$ cat config.mk
export PLATFORM = sky130hd
export DESIGN_NAME = nvram_xfer
export DESIGN_NICKNAME = d
export VERILOG_FILES = /design/src/rtl/nvram_xfer.sv
export SDC_FILE = /design/constraint.sdc
export NUM_CORES = 1
export LEC_CHECK = 0
export ABC_CLOCK_PERIOD_IN_PS = 3700
export CORE_MARGIN = 4
export CORE_UTILIZATION = 46
export DETAILED_ROUTE_END_ITERATION = 10
export PLACE_DENSITY = 0.91
export SLEW_MARGIN = 5
export SYNTH_ARGS = -nofsm -noshare
export SYNTH_HDL_FRONTEND = slang
export SYNTH_SLANG_ARGS = --single-unit
$ cat constraint.sdc
create_clock -name i_clk -period 3.7 [get_ports i_clk]
set_input_delay 0.925 -clock i_clk [delete_from_list [all_inputs] [get_ports i_clk]]
set_output_delay 0.925 -clock i_clk [all_outputs]
set_load 0.01 [all_outputs]
$ cat src/rtl/nvram_xfer.sv
// Bulk SAVE/LOAD initiator for the 256x8 NVRAM image on the array's second port.
// SAVE streams every byte out on s_*; LOAD writes an l_* byte stream into the array.
module nvram_xfer #(
  parameter int AW = 8,
  parameter int DW = 8
) (
  input  logic          i_clk,
  input  logic          i_rst_n,
  input  logic          i_start_save,
  input  logic          i_start_load,
  input  logic          i_abort,
  output logic          o_busy,
  output logic          o_done,
  output logic          o_cpu_hold,
  output logic [DW-1:0] o_s_data,
  output logic          o_s_valid,
  input  logic          i_s_ready,
  input  logic [DW-1:0] i_l_data,
  input  logic          i_l_valid,
  output logic          o_l_ready,
  output logic [AW-1:0] o_mem_addr,
  output logic          o_mem_we,
  output logic [DW-1:0] o_mem_din,
  input  logic [DW-1:0] i_mem_dout
);

  localparam logic [2:0] S_IDLE    = 3'd0;
  localparam logic [2:0] S_SV_RD   = 3'd1;
  localparam logic [2:0] S_SV_WAIT = 3'd2;
  localparam logic [2:0] S_SV_OUT  = 3'd3;
  localparam logic [2:0] S_LD_IN   = 3'd4;
  localparam logic [2:0] S_DONE    = 3'd5;

  localparam logic [AW:0] DEPTH = {1'b1, {AW{1'b0}}};

  logic [2:0]    r_state;
  logic [AW:0]   r_addr;
  logic [DW-1:0] r_s_data;

  logic          w_busy;
  logic          w_abort;
  logic          w_s_hs;
  logic          w_l_acc;
  logic          w_last;
  logic [AW:0]   w_addr_nxt;

  assign w_busy = (r_state == S_SV_RD) || (r_state == S_SV_WAIT) ||
                  (r_state == S_SV_OUT) || (r_state == S_LD_IN);
  assign w_abort = i_abort && w_busy;

  // The counter is one bit wider than the array so the terminal count DEPTH is
  // representable; the address itself is held at DEPTH-1 rather than wrapping.
  assign w_addr_nxt = r_addr + 1'b1;
  assign w_last     = (w_addr_nxt == DEPTH);

  assign o_s_valid = (r_state == S_SV_OUT) && !i_abort;
  assign w_s_hs    = o_s_valid && i_s_ready;
  assign o_l_ready = (r_state == S_LD_IN) && !i_abort;
  assign w_l_acc   = o_l_ready && i_l_valid;

  assign o_busy     = w_busy;
  assign o_cpu_hold = w_busy;
  assign o_done     = (r_state == S_DONE);
  assign o_s_data   = r_s_data;
  assign o_mem_addr = r_addr[AW-1:0];
  assign o_mem_we   = w_l_acc;
  assign o_mem_din  = i_l_data;

  always_ff @(posedge i_clk or negedge i_rst_n) begin
    if (!i_rst_n) begin
      r_state  <= S_IDLE;
      r_addr   <= '0;
      r_s_data <= '0;
    end else if (w_abort) begin
      r_state <= S_IDLE;
    end else begin
      case (r_state)
        S_IDLE: begin
          if (i_start_save) begin
            r_state <= S_SV_RD;
            r_addr  <= '0;
          end else if (i_start_load) begin
            r_state <= S_LD_IN;
            r_addr  <= '0;
          end
        end
        S_SV_RD:   r_state <= S_SV_WAIT;
        S_SV_WAIT: begin
          r_s_data <= i_mem_dout;
          r_state  <= S_SV_OUT;
        end
        S_SV_OUT: begin
          if (w_s_hs) begin
            if (w_last) begin
              r_state <= S_DONE;
            end else begin
              r_addr  <= w_addr_nxt;
              r_state <= S_SV_RD;
            end
          end
        end
        S_LD_IN: begin
          if (w_l_acc) begin
            if (w_last) begin
              r_state <= S_DONE;
            end else begin
              r_addr <= w_addr_nxt;
            end
          end
        end
        S_DONE:  r_state <= S_IDLE;
        default: r_state <= S_IDLE;
      endcase
    end
  end

endmodule

==> run summary <==
The overall die area is 3820 sq um. The synthesized netlist contains a little under 50 unique library cells. The number of stages on the worst setup path is 4. The net count after synthesis came out at ~160. The width of the die is roughly 62 microns. The sequential share of power came out at 37.1%. For this design the ratio of total power to cell area is 587 nW/um^2. In the global route stage, overall resource usage came out at 15.4%. The tree built by TritonCTS fans out to 20 sinks. Synthesis inferred 20 register bits.

The part of the cycle the worst path needs came out at a little over nine tenths. The final setup TNS is 0 ps. During placement, the flow inserted port buffers numbering 36. The design internal power is around 600 uW.

The detailed router finished its first iteration with between 70 and 80 violations. The area growth from synthesis to layout is 20.3%. During synthesis, Yosys emitted a total of 0 warnings. In this run, post-CTS hold repair placed 0 buffers. The number of DRC violations after detailed routing is 0.

The number of antenna violations at the first check in global routing is 0. The maximum number of buffers from clock root to sink came out at 2. The sequential cell area fraction in the yosys report is about 38%. The via count of the first global-routing pass is 1061.

After clock tree synthesis, the clock-pin slew on the worst setup and hold paths is 100 ps. The final hold violation count is 0. The total overflow reported by the global router is 0. The initial core utilization came out at 48.3%. The data arrival time of the critical path is 2570 ps. Synthesis produced a netlist whose cell count is roughly 140. The post-route total power came out at around 940 uW.

The sum of routed wire length over all layers came out at 2790 microns. The number of nets with antenna violations after detailed routing came out at 0. Cells with a size suffix above 1 make up approximately 14% of the layout. Among all stages on the critical path, the largest delay is contributed by clkdlybuf4s50_1. STA classifies the critical path startpoint as an input pin. In the final design database the tool counted between 150 and 200 nets.

In this run, CTS created clock tree buffers numbering 3. The filler-free cell count of the finished design is 186. The worst-case IR drop observed on VDD is about 0.54 mV. The total non-filler cell area in the finished layout is 1600 sq um. The number of buffer and inverter stages on the critical path is 2. Setup violations remaining at the end of the flow were counted as 0. The worst-path maximum fanout came out at 7. The via count normalized by instance count came out at 5.76. A synthesized cell averages 9.80 sq um. Between clock sinks in the finished design, the worst skew comes to ~7 ps. The maximum number of pins on one net before global-route repair is 21. In this run the power spent charging and discharging nets is approximately 340 uW.

TritonCTS built the clock tree. The number of vias after detailed routing came out at approximately 1100. The kind of cell with the highest combined delay along the critical path is buffers and inverters. In the layout the commonest cells are clkdlybuf4s50_1, dfrtp_1, nand2_1. The number of cells after detailed placement came out at approximately 180. The detailed placer's ending HPWL came out at ~2100 microns. After layout, the minimum clock period comes to between 3000 and 4000 ps.

The switching portion of total power is a little over a third. The maximum clock rate is around 0.29 GHz. The worst max-slew margin expressed relative to the limit came out at a little over two fifths. The cell that appears most often on the critical path is clkdlybuf4s50_1. The antenna diode count is 0.

In this run the worst hold path is classified as flip-flop to flip-flop. The most common cell after layout, fill and taps aside is clkdlybuf4s50_1. The total cell area at the placement stage is roughly 1600 sq um. The area of the core region is 2760 sq um. The mapped netlist covers 1330 sq um. The clock network fraction of design power is a little over an eighth. The highest cell delay on the worst timing path came out at roughly 540 ps. The die span in y is just over 60 microns.

Pin placement for this block handled between 50 and 60 I/O pins. The count of cells resized by post-cts repair came out at 0. The first-pass GRT wire length came out at roughly 4500 microns. The initialized floorplan defines 19 standard-cell rows.

For this design the static power due to leakage is 0.692 nW. The max-capacitance violation count is 0. Setup repair after global routing left no endpoint under its margin.

The pre-antenna-repair detailed-routing pass consisted of 4 iterations. Walking the worst path, the cells encountered are clkdlybuf4s50_1, nor3b_1, and2_1, clkdlybuf4s50_1. At the end of routability-driven placement, the weighted congestion stood at roughly 0.86. The depth of the worst register-to-register path came out at 6. Counting instances, the worst hold path has a depth of 1. The required time of the critical path came out at approximately 2800 ps. The clock latency on the worst-skew pair came out at 310 ps. The worst-margin pin slew came out at 860 ps. The worst setup path is captured at an output port.

The root buffer cell chosen for the clock tree is clkbuf_4. The post-CTS setup repair buffer count came out at 0. The H-tree depth came out at 1. The number of pins with negative max-slew slack in the final report came out at 0. The relative contribution of combinational cells to total power is between 40 and 50%. Dividing the detail-routed wire length by the instance count gives approximately 15 microns.

The flow ran to the end, and the final reports show no timing, DRC or antenna violations. The filler cell count in the final layout came out at between 200 and 250. The critical path in this run is classified as input pin to output port.
[sequential cells by signal, indices dropped and copies added, names as in the netlist]
| signal | count |
|---|---|
| r_addr | 9 |
| o_s_data | 8 |
| r_state | 3 |
[power groups by stage]
stage / clock (mW) / combinational (mW) / sequential, mW
2_1_floorplan: 0 / 0.274 / 0.354
3_3_place_gp: 0 / 0.458 / 0.346
3_5_place_dp: 0 / 0.469 / 0.352
4_1_cts: 0.128 / 0.470 / 0.348
5_1_grt: 0.137 / 0.507 / 0.362
6_report: 0.127 / 0.465 / 0.349
[synth_stat cells (all sizes together)]
cell type	instances	share of area (%)
o311a	1	0.75
nand4	1	0.47
o211a	1	0.75
a22o	1	0.66
o211ai	3	1.7
dfrtp	20	38
o21a	1	0.56
nor3b	2	1.5
o311ai	1	0.66
and2	1	0.47
buf	20	11
o21ai	4	1.5
a21o	1	0.56
or3	3	1.5
clkbuf	1	1.0
o2bb2ai	1	0.66
xnor2	3	2.0
a211o	3	2.1
ha	2	1.9
nand2	12	3.6
and3b	1	0.66
o32a	1	0.75
inv	5	1.4
and2b	1	0.56
and4	2	1.5
o22ai	1	0.94
and3	1	0.47
or4	2	1.1
o31ai	1	0.94
or2	1	0.47
nor2	8	2.3
nor3	3	1.1
mux2	9	7.6
nor4	3	1.9
xor2	2	1.3
nand2b	1	1.0
a211oi	1	0.56
nand3	6	2.3
nor2b	1	0.47
a21oi	4	1.5
[stage by stage]
stage	util, %	setup slack [ps]	hold WS, ps
6_report	58.1	201	519
5_1_grt	58.1	94.3	541
4_1_cts	58.1	214	524
3_5_place_dp	56.8	229	499
3_3_place_gp	56.8	289	494
2_1_floorplan	-	1190	485
[path summary, 6_finish.rpt]
| check | start | endpoint | slack [ps] |
|---|---|---|---|
| worst max-delay path | i_abort | o_mem_we | 200 |
| worst min-delay path | o_s_data[6] | o_s_data[6] | 520 |
| worst max register to register | r_state[0] | r_addr[8] | 1630 |
| worst min register to register | o_s_data[6] | o_s_data[6] | 520 |
| max in group asynchronous | i_rst_n | r_addr[7] | 2070 |
| min in group asynchronous | i_rst_n | r_addr[5] | 1090 |
[cells by family (layout without fill, tap and decap cells)]
| logic type | count (synthesis) | in the layout | synth area share (%) |
|---|---|---|---|
| xor+xnor | 5 | 5 | 3.29 |
| flops | 20 | 20 | 37.6 |
| mux | 9 | 9 | 7.61 |
| fa+ha+maj | 2 | 2 | 1.88 |
| simple gates | 49 | 49 | 21.3 |
| compound gates | 25 | 25 | 14.6 |
| buf+inv | 26 | 45 | 13.8 |
[cell type report]
| class | instances | area (sq um) | share of cell area (%) |
|---|---|---|---|
| inverter | 5 | 18.8 | 1.17 |
| tap | 31 | 38.8 | 2.42 |
| clock buffer | 4 | 36.3 | 2.26 |
| multi-input combinational | 90 | 648 | 40.4 |
| timing repair buffer | 36 | 360 | 22.5 |
| sequential | 20 | 500 | 31.2 |
[layer usage]
layer  track usage [%]  vias up  part of all wire [%]
li1                  -      512                     -
met1              18.5      519                    43
met2              27.1       36                    49
met3              2.89        5                   6.6
met4              6.36        0                   1.6
met5                 0        -                     0
[worst register-to-register path, delay by kind of cell, from the launching register on]
kind               cells  cell delay (ps)
and+or+nand+nor        5             1160
AOI/OAI and AO/OA      1              400
DFF                    1              460
Note: power is estimated with default switching activity, not from simulation.
